`src/rtl/fifo_param_sync.sv`:
```
// Purpose  : parametrised single-clock FIFO with occupancy count, threshold flags and registered status pulses.
// Latency  : one cycle from an accepted read to data_out; a written word is readable the cycle after its write.
// Backpres.: a write while full is dropped and flagged by overflow; a read while empty is dropped and flagged by underflow.
//
// Ports:
//   clk, rst               rising-edge clock; asynchronous active-high reset
//   wr_en, data_in         write request and write data
//   rd_en, data_out        read request and registered read data
//   wr_ack                 the write of the previous cycle was accepted
//   overflow/underflow     the write/read of the previous cycle was rejected
//   full, empty            count == DEPTH / count == 0
//   almostfull             ALMOST_FULL_TH <= count < DEPTH
//   almostempty            0 < count <= ALMOST_EMPTY_TH
//   count                  current occupancy
module fifo_param_sync #(
    parameter int DATA_WIDTH      = 16,
    parameter int DEPTH           = 8,
    parameter int ALMOST_FULL_TH  = 7,
    parameter int ALMOST_EMPTY_TH = 1
) (
    input  logic                         clk,
    input  logic                         rst,
    input  logic                         wr_en,
    input  logic                         rd_en,
    input  logic [DATA_WIDTH-1:0]        data_in,
    output logic [DATA_WIDTH-1:0]        data_out,
    output logic                         wr_ack,
    output logic                         overflow,
    output logic                         underflow,
    output logic                         full,
    output logic                         empty,
    output logic                         almostfull,
    output logic                         almostempty,
    output logic [$clog2(DEPTH+1)-1:0]   count
);

    localparam int PTR_W = $clog2(DEPTH);
    localparam int CNT_W = $clog2(DEPTH + 1);

    localparam logic [PTR_W-1:0] PTR_LAST  = PTR_W'(DEPTH - 1);
    localparam logic [CNT_W-1:0] CNT_DEPTH = CNT_W'(DEPTH);
    localparam logic [CNT_W-1:0] CNT_AF    = CNT_W'(ALMOST_FULL_TH);
    localparam logic [CNT_W-1:0] CNT_AE    = CNT_W'(ALMOST_EMPTY_TH);

    logic [DATA_WIDTH-1:0] mem [DEPTH];
    logic [PTR_W-1:0]      wr_ptr;
    logic [PTR_W-1:0]      rd_ptr;
    logic                  wr_acc;
    logic                  rd_acc;

    // Status flags are pure decodes of the occupancy counter.
    assign full        = (count == CNT_DEPTH);
    assign empty       = (count == '0);
    assign almostfull  = (count >= CNT_AF) && (count < CNT_DEPTH);
    assign almostempty = (count != '0) && (count <= CNT_AE);

    // When full, a simultaneous read still proceeds but the write is refused;
    // when empty, the write proceeds and the read is refused.
    assign wr_acc = wr_en && !full;
    assign rd_acc = rd_en && !empty;

    // Storage is deliberately left out of reset.
    always_ff @(posedge clk) begin
        if (wr_acc) begin
            mem[wr_ptr] <= data_in;
        end
    end

    always_ff @(posedge clk or posedge rst) begin
        if (rst) begin
            wr_ptr    <= '0;
            rd_ptr    <= '0;
            count     <= '0;
            data_out  <= '0;
            wr_ack    <= 1'b0;
            overflow  <= 1'b0;
            underflow <= 1'b0;
        end else begin
            wr_ack    <= wr_acc;
            overflow  <= wr_en && full;
            underflow <= rd_en && empty;

            // Explicit wrap compare keeps non-power-of-two depths correct.
            if (wr_acc) begin
                wr_ptr <= (wr_ptr == PTR_LAST) ? '0 : wr_ptr + PTR_W'(1);
            end
            if (rd_acc) begin
                data_out <= mem[rd_ptr];
                rd_ptr   <= (rd_ptr == PTR_LAST) ? '0 : rd_ptr + PTR_W'(1);
            end

            case ({wr_acc, rd_acc})
                2'b10:   count <= count + CNT_W'(1);
                2'b01:   count <= count - CNT_W'(1);
                default: count <= count;
            endcase
        end
    end

endmodule
```
`config.mk`:
```
export PLATFORM = sky130hd
export DESIGN_NAME = fifo_param_sync
export DESIGN_NICKNAME = d
export VERILOG_FILES = /design/src/rtl/fifo_param_sync.sv
export SDC_FILE = /design/constraint.sdc
export NUM_CORES = 1
export LEC_CHECK = 0
export CAP_MARGIN = 20
export CORE_ASPECT_RATIO = 1.75
export CORE_MARGIN = 1.5
export CORE_UTILIZATION = 40
export CTS_CLUSTER_SIZE = 25
export DETAILED_ROUTE_END_ITERATION = 10
export HOLD_SLACK_MARGIN = 0.12
export PLACE_DENSITY = 0.68
export SLEW_MARGIN = 15
export SYNTH_ARGS = -nofsm -noshare
export SYNTH_HDL_FRONTEND = slang
export SYNTH_SLANG_ARGS = --single-unit
```
`constraint.sdc`:
```
create_clock -name clk -period 3.34 [get_ports clk]
set_input_delay 0.668 -clock clk [delete_from_list [all_inputs] [get_ports clk]]
set_output_delay 0.668 -clock clk [all_outputs]
set_load 0.01 [all_outputs]
```
==> impl_metrics.yaml, run 1 <==
global_route:
  gr-total-overflow: 0
  grt_pass1_vias: 3694
  grt_pass1_wl_um: 20800
  grt_max_degree: 28
  antenna_found_initial: 0
  track_usage_pct: 16.8
sta:
  min_period_ns: 3.05
  tightest_slew_ns: 0.888
  finalHoldViolations: 0
  finalMaxSlewViolations: 0
  fmax_mhz: 328
  finalWorstSetupSlack_ns: 0.289
  slew_headroom_pct: 40.5
  post-route-period-util_pct: 91.4
  skew_ns: 0.00990
  rsz0062_at_grt: "false"
  setup_tns_ns: 0
  setup_viol_count_final: 0
  holdWs_ns: 0.539
setup_path:
  crit_fanout: 8
  worstSetupPathType: "flop to primary output"
  cp_cell_sequence: "inv_1, ha_1, nor3b_2, clkdlybuf4s50_1"
  crit_arrival_ns: 2.38
  crit_buf_inv: 2
  critPathMaxStageDelay_ns: 0.65
  cpLargestDelayFamily: "buffers and inverters"
  critPathCaptureType: "primary output"
  required_ns: 2.67
  slowest_stage: "clkdlybuf4s50_1"
  cp-start-kind: "flop"
die:
  rows: 60
  io_pins: 47
  core-area_mm2: 0.0154
  start_util_pct: 41.0
  die_area_mm2: 0.0165
  die_w_um: 97.9
  die-height_um: 169
placement:
  placed_area_mm2: 0.00703
  hpwlAfterDp_um: 8130
  place_ws_ns: 0.637
  place_congestion: 0.765
  port_buffers: 46
power:
  internal-power_w: 0.00473
  p_leak_nw: 2.72
  peakVddDrop_mv: 0.368
  switching_power_w: 0.00214
  comb_power_share_pct: 30.8
  swShare_pct: 31.1
  clockPowerShare_pct: 28.8
  power_density_mw_per_mm2: 899
  seqPwrFrac_pct: 40.4
synth:
  syn_area_mm2: 0.00630
  ys_warn_count: 0
  synth_area_per_cell_um2: 17.3
  synth_edf_count: 128
  ys_top_cells_by_area: "edfxtp_1 (61%), dfrtp_1 (12%), mux2_2 (6.4%), mux2i_1 (5.2%), o31ai_2 (3.2%)"
  synth.cells.most_frequent: "edfxtp_1 (128), mux2_2 (36), mux2i_1 (33), dfrtp_1 (29), o21ai_0 (19)"
  synth_top_cell_area_share_pct: 61.0
  synth.most_common_cell: "edfxtp_1"
  synthFlopType: "edfxtp_1"
  syn_nets: 392
  synth.distinct_cells: 32
  synth_seq_cells: 157
  yosysTopAreaCell: "edfxtp_1"
  syn_inst: 364
  ys_seq_area_share_pct: 72.5
  synthArstFlopShare_pct: 18.5
clock_tree:
  clk_path_buf_depth: 2
  cts_hold_buf: 0
  tritoncts: "yes"
  clock-sinks: 157
  cts_buffers: 17
  cts_setup_buffers: 0
  cts_resized: 0
  clkLatencyLatePin_ns: 0.42
  htreeDepth: 4
  clkTransAtPathRegs_ns: 0.06
  cts_root_buf: "clkbuf_16"
route:
  finalWirelength_um: 13200
  via_count: 3436
  drt_iter0_drc: 235
  vias_per_cell: 5.51
  drc: 0
  ant_nets: 0
  wire_per_inst_um: 21.2
  first_pass_iters: 5
layout:
  nets: 453
  drive_gt1_share_pct: 24.2
  utilization_pct: 49.6
  area_delta_synth_final_pct: 21.2
  diodes: 0
  design_area_mm2: 0.00764
run_status:
  status: "complete, no violations"
flow_run:
  maxCapViolCount: 0
min_path:
  min_path_type: "flop to flop"
==> flip-flops by register name (all words and copies together), names as in the netlist <==
signal     flops
wr_ack         1
overflow       1
count          4
data_out      16
mem          128
wr_ptr         3
underflow      1
rd_ptr         3
==> cells in the final DEF, fill, tap and decap left out, drive strengths merged, types with 5 or more instances in the layout <==
cell	netlist	final
edfxtp	128	128
clkdlybuf4s50	0	46
mux2	37	37
mux2i	33	33
dfrtp	29	29
o21ai	19	19
clkbuf	5	18
o22ai	16	16
a22o	16	16
o31ai	16	16
buf	13	14
inv	7	13
ha	8	8
nor2	8	8
nand2b	5	5
nand2	5	5
==> cell type report <==
cell class                 instances  area (um^2)
fill                            1252         7750
sequential                       157         4570
timing repair buffer              60          566
tap                              186          233
multi-input combinational        182         1630
inverter                           7         26.3
clock inverter                    14          181
clock buffer                      18          429
==> stage by stage <==
stage                     std cells  power [W]
final                           624    0.00687
after CTS                       624    0.00693
after floorplan                 364    0.00417
after detailed placement        592    0.00494
after global placement          592    0.00486
after global routing            624    0.00718
==> power groups by stage <==
| stage | Combinational (W) | Clock (W) | Sequential [W] |
|---|---|---|---|
| after CTS | 0.00214 | 0.00201 | 0.00278 |
| after floorplan | 0.00137 | 0 | 0.00280 |
| after detailed placement | 0.00213 | 0 | 0.00281 |
| final | 0.00212 | 0.00197 | 0.00277 |
| after global routing | 0.00229 | 0.00208 | 0.00282 |
| after global placement | 0.00208 | 0 | 0.00278 |
==> kinds of logic (layout without fill, tap and decap cells) <==
family / count (synthesis) / count (layout) / share of synthesized area [%]
AOI/OAI and AO/OA: 68 / 68 / 8.58
xor gates and xnor gates: 4 / 4 / 0.556
adders and majority gates: 8 / 8 / 1.59
buffers and inverters: 25 / 99 / 2.18
DFF: 157 / 157 / 72.5
muxes: 70 / 70 / 11.9
and+or+nand+nor: 32 / 32 / 2.74
==> layer usage <==
metal	up-vias	GRT usage [%]	wire, um
met5	-	0	0
met1	1762	19.1	5040
li1	1545	-	-
met4	0	7.52	247
met2	113	30.3	7380
met3	16	3.43	550
==> final timing paths <==
path / from / to / slack [ns] / cells past startpoint
worst max-delay path: count[0] / empty / 0.29 / 4
worst min-delay path: data_out[2] / data_out[2] / 0.54 / 2
worst max register to register: count[0] / count[3] / 0.82 / 8
worst min register to register: data_out[2] / data_out[2] / 0.54 / 2
max in group asynchronous: rst / rd_ptr[0] / 1.95 / 3
min in group asynchronous: rst / count[3] / 0.66 / 2
==> worst register-to-register path, delay by kind of cell (launching register included) <==
kind,cells,cell delay [ns]
simple gates,3,0.98
fa+ha+maj,2,0.52
flops,1,0.47
compound gates,1,0.23
xor+xnor,1,0.16
buf+inv,1,0.10
Note: power is estimated with default switching activity, not from simulation.
==> inputs of run 2 (changes only) <==
--- a/config.mk
+++ b/config.mk
@@ -7,7 +7,7 @@
 export LEC_CHECK = 0
 export CAP_MARGIN = 20
 export CORE_ASPECT_RATIO = 1.75
-export CORE_MARGIN = 1.5
+export CORE_MARGIN = 2
 export CORE_UTILIZATION = 40
 export CTS_CLUSTER_SIZE = 25
 export DETAILED_ROUTE_END_ITERATION = 10
==> impl_metrics.yaml, run 2 (synthesis results as in run 1) <==
layout:
  area_delta_synth_final_pct: 20.4
  design_area_mm2: 0.00759
  largest_reg_flops: 128
  drive_gt1_share_pct: 23.7
  diodes: 0
  layout_common_cells: "edfxtp_1 (128), clkdlybuf4s50_1 (46), mux2_2 (36)"
  top_regs: "mem: 128 flops, data_out: 16 flops, count: 4 flops"
  nets: 453
  largest-register: "mem"
  final_cells: 624
  mostFrequentLayoutCell: "edfxtp_1"
sta:
  min_period_ns: 2.98
  slew_headroom_pct: 35.5
  setup_tns_ns: 0
  post-route-period-util_pct: 89.2
  finalMaxSlewViolations: 0
  fmax_mhz: 336
  tightest_slew_ns: 0.968
  setup_viol_count_final: 0
  finalHoldViolations: 0
  skew_ns: 0.0106
  holdWs_ns: 0.533
  rsz0062_at_grt: "false"
power:
  peakVddDrop_mv: 0.367
  p_leak_nw: 2.70
  power_w: 0.00669
  power_density_mw_per_mm2: 881
flow_run:
  maxCapViolCount: 0
clock_tree:
  clock-sinks: 157
  htreeDepth: 4
  clkLatencyLatePin_ns: 0.42
  clkTransAtPathRegs_ns: 0.07
  cts_hold_buf: 0
  cts_resized: 0
  cts_root_buf: "clkbuf_16"
  tritoncts: "yes"
  clk_path_buf_depth: 2
  cts_setup_buffers: 0
  cts_buffers: 17
route:
  wire_per_inst_um: 20.9
  drt_iter0_drc: 211
  vias_per_cell: 5.45
  via_count: 3399
  first_pass_iters: 4
  ant_nets: 0
  drc: 0
  finalWirelength_um: 13000
die:
  die_area_mm2: 0.0168
  start_util_pct: 41.0
  die-height_um: 170
  core-area_mm2: 0.0154
  die_w_um: 98.9
  io_pins: 47
  rows: 60
setup_path:
  required_ns: 2.67
  crit_arrival_ns: 2.31
  cp_cell_sequence: "inv_1, ha_1, nor3b_2, clkdlybuf4s50_1"
  slowest_stage: "clkdlybuf4s50_1"
  worstSetupPathType: "flop to primary output"
  crit_fanout: 8
  critPathMaxStageDelay_ns: 0.64
  cp-start-kind: "flop"
  critPathCaptureType: "primary output"
global_route:
  gr-total-overflow: 0
  grt_pass1_vias: 3634
  grt_pass1_wl_um: 20100
  grt_max_degree: 42
  antenna_found_initial: 0
  track_usage_pct: 16.2
placement:
  dp_cells: 592
  hpwlAfterDp_um: 7720
  place_congestion: 0.778
  port_buffers: 46
  placed_area_mm2: 0.00703
min_path:
  min_path_type: "flop to flop"
run_status:
  status: "complete, no violations"
## run 2: cell count changes in the layout (fill, tap and decap cells not counted)
cell	change
clkinv_2	+1
nor2b_2	-1
clkbuf_1	-1
nor2_1	+1
inv_8	+4
nor2b_1	+1
inv_6	-2
buf_4	-1
bufinv_16	-3
buf_12	+1
clkinv_4	+1
clkinvlp_4	-1
nor2_2	-1
clkinv_1	+1
## run 2: layout make-up
class,count,area (um^2)
clock buffers,17,425
repair buffers,60,578
inverters,7,26.3
clock inverters,15,129
flip-flops and latches,157,4570
multi-input cells,182,1630
fillers,1263,7800
well taps,186,233
## run 2: final timing paths
check                        startpoint           end  slack, ns  cells past startpoint
min                        data_out[15]  data_out[15]       0.53                      2
max in group asynchronous           rst     rd_ptr[0]       2.37                      3
max                            count[0]         empty       0.36                      4
min in group asynchronous           rst  data_out[15]       0.65                      3
min reg2reg                data_out[15]  data_out[15]       0.53                      2
max reg2reg                    count[0]      count[3]       0.83                      8
## run 2: where the power goes
part	leakage (nW)	total (W)	switching, W	internal (W)
registers	1.51	0.00283	0.000297	0.00254
clock network	0.266	0.00179	0.000812	0.000977
logic	0.928	0.00207	0.00106	0.00101
total	2.70	0.00669	0.00216	0.00452
## run 2: per-stage QoR
stage | util [%] | setup WS [ns]
after floorplan | - | 0.249
after global placement | 45.7 | 0.758
after detailed placement | 45.7 | 0.668
after CTS | 49.3 | 0.345
after global routing | 49.3 | 0.211
final | 49.3 | 0.360
## run 2: critical path: cells and delay by family, from the launching register on
kind | cells | cell delay (ns)
adders and majority gates | 1 | 0.20
DFF | 1 | 0.46
buffers and inverters | 2 | 0.73
and+or+nand+nor | 1 | 0.50
## run 2: per-layer routing
metal | share of wire (%) | GRT usage, %
met1 | 37 | 17.6
met2 | 56 | 30.2
met3 | 4.5 | 3.61
met4 | 2.0 | 6.43
met5 | 0 | 0
==> inputs of run 3 (changes only) <==
--- a/config.mk
+++ b/config.mk
@@ -8,11 +8,11 @@
 export CAP_MARGIN = 20
 export CORE_ASPECT_RATIO = 1.75
 export CORE_MARGIN = 2
-export CORE_UTILIZATION = 40
+export CORE_UTILIZATION = 55
 export CTS_CLUSTER_SIZE = 25
 export DETAILED_ROUTE_END_ITERATION = 10
 export HOLD_SLACK_MARGIN = 0.12
-export PLACE_DENSITY = 0.68
+export PLACE_DENSITY = 0.86
 export SLEW_MARGIN = 15
 export SYNTH_ARGS = -nofsm -noshare
 export SYNTH_HDL_FRONTEND = slang
==> impl_metrics.yaml, run 3 (synthesis results as in run 1) <==
die:
  io_pins: 47
  die_area_mm2: 0.0124
  start_util_pct: 56.4
  core-area_mm2: 0.0112
  die_w_um: 84.9
  rows: 51
  die-height_um: 146
route:
  met1Wirelength_um: 4760
  first_pass_iters: 4
  drc: 0
  ant_nets: 0
  vias_per_cell: 5.95
  top_layer: "met4"
  wire_per_inst_um: 22.5
  drt_iter0_drc: 256
  met3WireLength_um: 637
  finalWirelength_um: 12900
  met2_length_um: 7170
  via_count: 3406
sta:
  min_period_ns: 3.04
  post-route-period-util_pct: 91.1
  setup_tns_ns: 0
  fmax_mhz: 329
  holdWs_ns: 0.526
  slew_headroom_pct: 35.7
  setup_viol_count_final: 0
  rsz0062_at_grt: "false"
  tightest_slew_ns: 0.965
  skew_ns: 0.00811
  finalHoldViolations: 0
  finalMaxSlewViolations: 0
run_status:
  status: "complete, no violations"
clock_tree:
  cts_hold_buf: 0
  cts_buffers: 17
  htreeDepth: 4
  clkLatencyLatePin_ns: 0.42
  cts_resized: 0
  tritoncts: "yes"
  cts_root_buf: "clkbuf_16"
  clock-sinks: 157
  clkTransAtPathRegs_ns: 0.06
  clk_path_buf_depth: 2
  cts_setup_buffers: 0
placement:
  port_buffers: 46
  hpwlAfterDp_um: 7810
  place_congestion: 0.796
setup_path:
  crit_arrival_ns: 2.37
  required_ns: 2.67
  critPathCaptureType: "primary output"
  cp-start-kind: "flop"
  crit_fanout: 7
  worstSetupPathType: "flop to primary output"
layout:
  nFillCells: 697
  drive_gt1_share_pct: 22.5
  largest_reg_flops: 128
  mostFrequentLayoutCell: "edfxtp_1"
  area_delta_synth_final_pct: 18.4
  diodes: 0
  layout_common_cells: "edfxtp_1 (128), clkdlybuf4s50_1 (46), mux2_2 (36)"
  multiInputGateArea_mm2: 0.00163
  largest-register: "mem"
  top_regs: "mem: 128 flops, data_out: 16 flops, count: 4 flops"
  nets: 455
  register_area_mm2: 0.00457
global_route:
  grt_max_degree: 36
  gr-total-overflow: 0
  grt_pass1_wl_um: 20100
  antenna_found_initial: 0
  grt_pass1_vias: 3699
  track_usage_pct: 22.3
flow_run:
  maxCapViolCount: 0
power:
  peakVddDrop_mv: 0.503
  p_leak_nw: 2.69
  power_density_mw_per_mm2: 876
min_path:
  min_path_type: "flop to flop"
[run 3: cell count changes in the layout (fill, tap and decap cells not counted)]
cell / change
clkinv_2: +5
clkbuf_1: +4
inv_6: -4
inv_8: -4
buf_4: +3
clkinv_1: +3
clkinv_4: -2
clkinvlp_4: -2
buf_12: -1
[run 3: per-stage QoR]
| stage | area, um^2 | total power [W] | worst slack [ns] | util (%) | std cells |
|---|---|---|---|---|---|
| finish | 7460 | 0.00654 | 0.298 | 66.8 | 572 |
| global route | 7460 | 0.00683 | 0.172 | 66.8 | 572 |
| CTS | 7460 | 0.00658 | 0.270 | 66.8 | 572 |
| detailed placement | 6970 | 0.00495 | 0.632 | 62.4 | 540 |
| global placement | 6970 | 0.00482 | 0.766 | 62.4 | 540 |
| floorplan | 6300 | 0.00417 | 0.249 | - | 364 |
[run 3: where the power goes]
part	total (W)	leakage, nW	switching (W)	internal (W)
combinational	0.00206	0.933	0.00105	0.00101
clock	0.00162	0.244	0.000690	0.000928
sequential	0.00286	1.51	0.000322	0.00254
total	0.00654	2.69	0.00206	0.00448
[run 3: layer usage]
layer,vias to the layer above,GRT usage (%)
met5,-,0
met4,0,10.4
met3,24,4.93
met2,116,40.2
met1,1711,24.4
li1,1555,-
[run 3: final timing paths]
path	cells past startpoint	from	slack (ns)	endpoint
min reg2reg	2	data_out[1]	0.53	data_out[1]
min	2	data_out[1]	0.53	data_out[1]
max in group asynchronous	3	rst	2.38	rd_ptr[0]
max	5	count[0]	0.30	empty
max reg2reg	8	count[0]	0.85	count[3]
min in group asynchronous	3	rst	0.64	wr_ptr[0]
[run 3: worst max-delay path: stages, from the launching register on]
cell	delay [ns]
dfrtp_1	0.45
inv_1	0.09
ha_1	0.22
nor3b_2	0.45
buf_4	0.21
clkdlybuf4s50_1	0.53
[run 3: final cells by class]
type | count | area share (%)
Clock buffer | 21 | 5.90
Clock inverter | 11 | 0.704
Inverter | 7 | 0.352
Multi-Input combinational cell | 182 | 21.8
Sequential cell | 157 | 61.3
Tap cell | 132 | 2.21
Timing Repair Buffer | 62 | 7.78
